File: src/rtl/mem_split_ctrl_pkg.sv
// Shared encodings for the memory-stage split sequencer: access sizes, FSM states
// and the predicate that decides whether an access needs two beats.
package mem_split_ctrl_pkg;

    localparam logic [1:0] SZ_WORD = 2'd0;
    localparam logic [1:0] SZ_HALF = 2'd1;
    localparam logic [1:0] SZ_BYTE = 2'd2;
    localparam logic [1:0] SZ_RSVD = 2'd3;

    typedef enum logic [1:0] {
        ST_IDLE  = 2'd0,
        ST_WAIT0 = 2'd1,
        ST_SPLIT = 2'd2
    } state_e;

    // A word crosses a word boundary at any nonzero offset; a half only at offset 3.
    function automatic logic is_split(input logic [1:0] size, input logic [1:0] off);
        return ((size == SZ_WORD) && (off != 2'd0)) ||
               ((size == SZ_HALF) && (off == 2'd3));
    endfunction

endpackage

File: src/rtl/mem_split_ctrl_lane_gen.sv
// Combinational lane generator: byte enables and lane-shifted store data for the
// first or second beat of an access, plus the split indication.
module mem_lane_gen
    import mem_split_ctrl_pkg::*;
(
    input  logic [1:0]  size_i,
    input  logic [1:0]  off_i,
    input  logic        beat_sel_i,
    input  logic [31:0] wdata_i,
    output logic [3:0]  be_o,
    output logic [31:0] wdata_o,
    output logic        split_o
);

    logic [4:0] sh_amt;
    logic [5:0] sh_amt_hi;

    assign split_o   = is_split(size_i, off_i);
    assign sh_amt    = {off_i, 3'b000};
    assign sh_amt_hi = 6'd32 - {1'b0, sh_amt};

    // NOTE: every output gets a default before the case so no path leaves it unassigned (no latch).
    always_comb begin
        be_o = 4'b0000;
        case (size_i)
            SZ_WORD: begin
                if (!split_o)        be_o = 4'b1111;
                else if (beat_sel_i) be_o = (4'b0001 << off_i) - 4'b0001;
                else                 be_o = 4'b1111 << off_i;
            end
            SZ_HALF: begin
                if (!split_o)        be_o = 4'b0011 << off_i;
                else if (beat_sel_i) be_o = 4'b0001;
                else                 be_o = 4'b1000;
            end
            SZ_BYTE: be_o = 4'b0001 << off_i;
            default: be_o = 4'b0000;
        endcase
    end

    // Second beat carries the bytes that spilled past lane 3; offset 0 shifts everything out.
    assign wdata_o = beat_sel_i ? (wdata_i >> sh_amt_hi) : (wdata_i << sh_amt);

endmodule

File: src/rtl/mem_split_ctrl.sv
// Memory-stage sequencer: issues one or two word-aligned beats per load/store,
// stalls upstream while a split or a memory wait is outstanding.
module mem_split_ctrl
    import mem_split_ctrl_pkg::*;
(
    input  logic        clk,
    input  logic        rst,
    input  logic        req_valid,
    input  logic        req_is_load,
    input  logic        req_is_store,
    input  logic [1:0]  req_size,
    input  logic [31:0] req_addr,
    input  logic [31:0] req_wdata,
    input  logic        flush,
    input  logic        mem_ready,
    output logic        mem_en,
    output logic [31:0] mem_addr,
    output logic [3:0]  mem_be,
    output logic        mem_we,
    output logic [31:0] mem_wdata,
    output logic        stall_out,
    output logic        wb_misaligned
);

    state_e      state_q, state_d;
    logic        lat_load_q, lat_store_q;
    logic [1:0]  lat_size_q;
    logic [31:0] lat_addr_q, lat_wdata_q;

    logic        use_lat, beat_sel, live_access, capture;
    logic        cur_store;
    logic [1:0]  cur_size;
    logic [31:0] cur_addr, cur_wdata, base_addr, beat_addr;
    logic [3:0]  lane_be;
    logic [31:0] lane_wdata;
    logic        lane_split;
    logic        beat_en, stall, wb;

    // Outside IDLE the live request may already have moved on; work from the latched copy.
    assign use_lat   = (state_q != ST_IDLE);
    assign beat_sel  = (state_q == ST_SPLIT);
    assign cur_store = use_lat ? lat_store_q : req_is_store;
    assign cur_size  = use_lat ? lat_size_q  : req_size;
    assign cur_addr  = use_lat ? lat_addr_q  : req_addr;
    assign cur_wdata = use_lat ? lat_wdata_q : req_wdata;

    assign live_access = req_valid && (req_is_load || req_is_store) && (req_size != SZ_RSVD);

    mem_lane_gen u_lane_gen (
        .size_i     (cur_size),
        .off_i      (cur_addr[1:0]),
        .beat_sel_i (beat_sel),
        .wdata_i    (cur_wdata),
        .be_o       (lane_be),
        .wdata_o    (lane_wdata),
        .split_o    (lane_split)
    );

    assign base_addr = {cur_addr[31:2], 2'b00};
    assign beat_addr = beat_sel ? base_addr + 32'd4 : base_addr;

    always_comb begin
        state_d = state_q;
        beat_en = 1'b0;
        stall   = 1'b0;
        wb      = 1'b0;
        case (state_q)
            ST_IDLE: begin
                if (live_access && !flush) begin
                    beat_en = 1'b1;
                    if (!mem_ready) begin
                        state_d = ST_WAIT0;
                        stall   = 1'b1;
                    end else if (lane_split) begin
                        state_d = ST_SPLIT;
                        stall   = 1'b1;
                    end
                end
            end
            ST_WAIT0: begin
                stall = 1'b1;
                if (flush) begin
                    state_d = ST_IDLE;
                end else begin
                    beat_en = 1'b1;
                    if (mem_ready) begin
                        if (lane_split) begin
                            state_d = ST_SPLIT;
                        end else begin
                            state_d = ST_IDLE;
                            stall   = 1'b0;
                        end
                    end
                end
            end
            ST_SPLIT: begin
                // A split store must finish both halves; only a split load can be killed here.
                if (flush && lat_load_q) begin
                    state_d = ST_IDLE;
                end else begin
                    beat_en = 1'b1;
                    stall   = 1'b1;
                    if (mem_ready) begin
                        state_d = ST_IDLE;
                        stall   = 1'b0;
                        wb      = lat_load_q;
                    end
                end
            end
            default: state_d = ST_IDLE;
        endcase
        if (rst) begin
            state_d = ST_IDLE;
            beat_en = 1'b0;
            stall   = 1'b0;
            wb      = 1'b0;
        end
    end

    assign capture = (state_q == ST_IDLE) && (state_d != ST_IDLE);

    // NOTE: state registers use non-blocking assignments so every flop samples pre-edge values.
    always_ff @(posedge clk) begin
        if (rst) begin
            state_q     <= ST_IDLE;
            lat_load_q  <= 1'b0;
            lat_store_q <= 1'b0;
            lat_size_q  <= SZ_WORD;
            lat_addr_q  <= '0;
            lat_wdata_q <= '0;
        end else begin
            state_q <= state_d;
            if (capture) begin
                lat_load_q  <= req_is_load;
                lat_store_q <= req_is_store;
                lat_size_q  <= req_size;
                lat_addr_q  <= req_addr;
                lat_wdata_q <= req_wdata;
            end
        end
    end

    assign mem_en        = beat_en;
    assign mem_addr      = beat_en ? beat_addr  : 32'd0;
    assign mem_be        = beat_en ? lane_be    : 4'b0000;
    assign mem_we        = beat_en & cur_store;
    assign mem_wdata     = beat_en ? lane_wdata : 32'd0;
    assign stall_out     = stall;
    assign wb_misaligned = wb;

endmodule
File: config.mk
export PLATFORM = sky130hd
export DESIGN_NAME = mem_split_ctrl
export DESIGN_NICKNAME = d
export VERILOG_FILES = /design/src/rtl/mem_split_ctrl_pkg.sv /design/src/rtl/mem_split_ctrl_lane_gen.sv /design/src/rtl/mem_split_ctrl.sv
export SDC_FILE = /design/constraint.sdc
export NUM_CORES = 1
export LEC_CHECK = 0
export BUFFER_PORTS_ARGS = -buffer_cell sky130_fd_sc_hd__buf_4
export CAP_MARGIN = 20
export CORE_MARGIN = 2
export CORE_UTILIZATION = 56
export CTS_BUF_LIST = sky130_fd_sc_hd__clkbuf_4 sky130_fd_sc_hd__clkbuf_8 sky130_fd_sc_hd__clkbuf_16
export CTS_CLUSTER_DIAMETER = 200
export CTS_CLUSTER_SIZE = 16
export DETAILED_ROUTE_END_ITERATION = 7
export GPL_ROUTABILITY_DRIVEN = 0
export HOLD_SLACK_MARGIN = 0.08
export PLACE_DENSITY = 0.83
export SETUP_SLACK_MARGIN = 0.1
export SLEW_MARGIN = 20
export SYNTH_ARGS = -nofsm -noshare
export SYNTH_HDL_FRONTEND = slang
export SYNTH_HIERARCHICAL = 1
export SYNTH_SLANG_ARGS = --single-unit
File: constraint.sdc
create_clock -name clk -period 5.22 [get_ports clk]
set_clock_uncertainty 0.2 [all_clocks]
set_input_delay 0.261 -clock clk [delete_from_list [all_inputs] [get_ports clk]]
set_output_delay 0.261 -clock clk [all_outputs]
set_load 0.02 [all_outputs]
==> results.py <==
metrics = {
    "sta": {
        "setup_viol": 0,
        "hold_violations": 0,
        "relSlewSlack": 0.401,
        "tightest_slew_ps": 895,
        "slew_violations": 0,
        "rsz0062_at_grt": "false",
        "period_minus_slack_ps": 4610,
        "period_share": 0.882,
        "fin_tns_setup_ps": 0,
        "fmax_ghz": 0.217,
    },
    "floorplanning": {
        "num_rows": 38,
        "coreArea_um2": 10800,
        "dieArea_um2": 12000,
        "chipWidth_um": 110,
        "die_h_um": 110,
        "initial_core_util": 0.576,
        "pin_count": 145,
    },
    "detailed_routing": {
        "totalWireLength_um": 19100,
        "detail_route.first_pass.iterations": 6,
        "dr_total_vias": 6865,
        "drtIter0Drc": 787,
        "vias_per_cell": 5.94,
        "wl_per_cell_um": 16.5,
        "ant_nets": 0,
        "drc": 0,
    },
    "worst_setup_path": {
        "critPathMaxFanout": 38,
        "setup.worst_path.start_class": "flop",
        "crit_type": "reg2reg",
        "rr_worst_depth": 12,
        "worstReg2RegEnd": "lat_addr_q[17]",
        "r2r-start": "state_q[0]",
        "end_kind": "flop",
        "cp_data_required_time_ps": 5240,
        "cp.arrival_ps": 4620,
        "rrSetupSlack_ps": 610,
    },
    "logic_synthesis": {
        "ys_warn_count": 6,
        "synth_top_flop_cell": "dfxtp_1",
        "yosysTopAreaCell": "dfxtp_1",
        "yosys-top-cells-area": "dfxtp_1 (22%), mux2i_1 (16%), nand2_1 (11%)",
        "synth_cells": 838,
        "yosysUniqueCellTypes": 68,
        "synth_top_area_frac": 0.225,
        "seq_area_frac_synth": 0.225,
        "avgSynthCellArea_um2": 7.45,
        "yosysMostFrequentCell": "nand2_1",
        "synth_async_sr_flop_share": 0,
        "syn-cell-area_um2": 6240,
        "ys_seq_elements": 70,
        "yosys-top-cells-count": "nand2_1 (178), mux2i_1 (97), nor2_1 (96)",
        "synth_edf_count": 0,
    },
    "global_routing": {
        "antenna_found_initial": 0,
        "grt_max_degree": 75,
        "grt_pass1_vias": 6229,
        "grt_pass1_wl_um": 30400,
        "grt_usage": 0.317,
        "overflow": 0,
    },
    "pwr": {
        "p_sw_frac": 0.307,
        "fin_total_pwr_mw": 1.51,
        "clkPwrFrac": 0.346,
        "ir_worst_vdd_uv": 143,
        "p_int_mw": 1.05,
        "power_leakage_nw": 3.52,
        "switchingPower_mw": 0.463,
        "seqPwrFrac": 0.367,
        "power_density_nw_per_um2": 184,
        "combPwrFrac": 0.287,
    },
    "clocking": {
        "cts_num_sinks": 70,
        "cts.clk_slew.worst_paths_ps": 80,
        "htreeDepth": 3,
        "insertion_delay_ps": 360,
        "tritoncts": "built",
        "cts_made_buffers": 9,
        "clockBufferDepth": 2,
        "cts_root_buffer": "clkbuf_8",
        "post_cts_resized": 0,
    },
    "final_layout": {
        "nets": 1091,
        "antenna_cells": 0,
        "drive_gt1_frac": 0.203,
        "area_growth_pct": 31.6,
        "final_util": 0.758,
    },
    "min_path": {
        "hold_class": "in2reg",
        "hp-start": "flush",
        "whs_path_depth": 3,
        "whs_endpoint": "state_q[0]",
    },
    "job": {
        "max-cap-violations": 0,
    },
    "placed_design": {
        "hpwl_um": 12700,
        "port_buffers": 142,
    },
    "run_status": {
        "status": "finished clean",
    },
}
-- worst max path at each step --
| stage | from | end | cells past startpoint |
|---|---|---|---|
| after global routing | state_q[0] | lat_wdata_q[4] | 12 |
| after global placement | state_q[0] | lat_wdata_q[20] | 12 |
| after floorplan | state_q[0] | lat_addr_q[23] | 18 |
| after detailed placement | state_q[0] | lat_addr_q[31] | 12 |
| final | state_q[0] | lat_addr_q[17] | 12 |
| after CTS | state_q[0] | lat_addr_q[16] | 12 |
-- power groups by stage --
stage / combinational [mW] / clock (mW) / sequential [mW]
final: 0.433 / 0.522 / 0.554
after global routing: 0.467 / 0.547 / 0.556
after CTS: 0.420 / 0.519 / 0.554
after detailed placement: 0.377 / 0 / 0.566
after global placement: 0.372 / 0 / 0.566
after floorplan: 0.259 / 0 / 0.563
-- worst max-delay path, stage by stage (launching register included) --
cell	delay, ps
dfxtp_1	590
or2_2	420
buf_4	320
nand2_1	80
nand2_1	100
inv_1	120
ha_1	300
a211oi_1	470
o2111ai_1	250
a2111oi_4	890
buf_12	350
mux2i_1	260
nor2_1	70
-- cells by family after synthesis --
logic type	after synthesis	share of synthesized area
DFF	70	0.225
muxes	106	0.174
xor gates and xnor gates	13	0.0182
other	1	0.000601
and+or+nand+nor	431	0.343
AOI/OAI and AO/OA	133	0.163
buffers and inverters	77	0.0636
adders and majority gates	7	0.0140
-- state kept, by name, indices dropped and copies added (netlist names) --
register     cells
lat_addr_q      32
lat_wdata_q     32
lat_load_q       1
state_q          2
lat_store_q      1
lat_size_q       2
-- final cells by class --
cell class | instances | area (um^2)
Multi-Input combinational cell | 692 | 4470
Fill cell | 810 | 2630
Timing Repair Buffer | 225 | 1890
Sequential cell | 70 | 1400
Tap cell | 140 | 175
Clock buffer | 13 | 160
Clock inverter | 3 | 67.6
Inverter | 13 | 48.8
-- repair_timing --
| item | in CTS | in global routing |
|---|---|---|
| hold buffers | 69 | 0 |
| endpoints found under the hold margin | 69 | 0 |
| setup buffers | 0 | 0 |
-- per-layer routing --
layer / vias to the layer above / wire length, um / track usage
li1: 3283 / - / -
met1: 3196 / 8170 / 0.432
met2: 343 / 9030 / 0.503
met3: 43 / 1420 / 0.0492
met4: 0 / 452 / 0.118
met5: - / 0 / 0
-- placed cells by master (no fill, tap or decap), types with 17 or more instances in the layout --
cell type	netlist	routed
o21ai_0	19	19
buf_4	9	154
a221o_1	20	20
dfxtp_1	70	70
a21oi_1	28	28
nand2_1	178	178
nand3b_1	17	17
dlygate4sd3_1	0	69
mux2i_1	97	97
and2_1	39	39
nor2_1	96	95
-- metrics by stage --
step,hold slack (ps),worst slack [ps],instance area (um^2),instances
global placement,268,879,7270,1070
finish,113,614,8210,1156
floorplan,138,836,6240,839
detailed placement,280,707,7270,1070
global route,105,298,8210,1156
CTS,84.1,652,8190,1155
No activity file was read; power rests on OpenSTA's default activity.
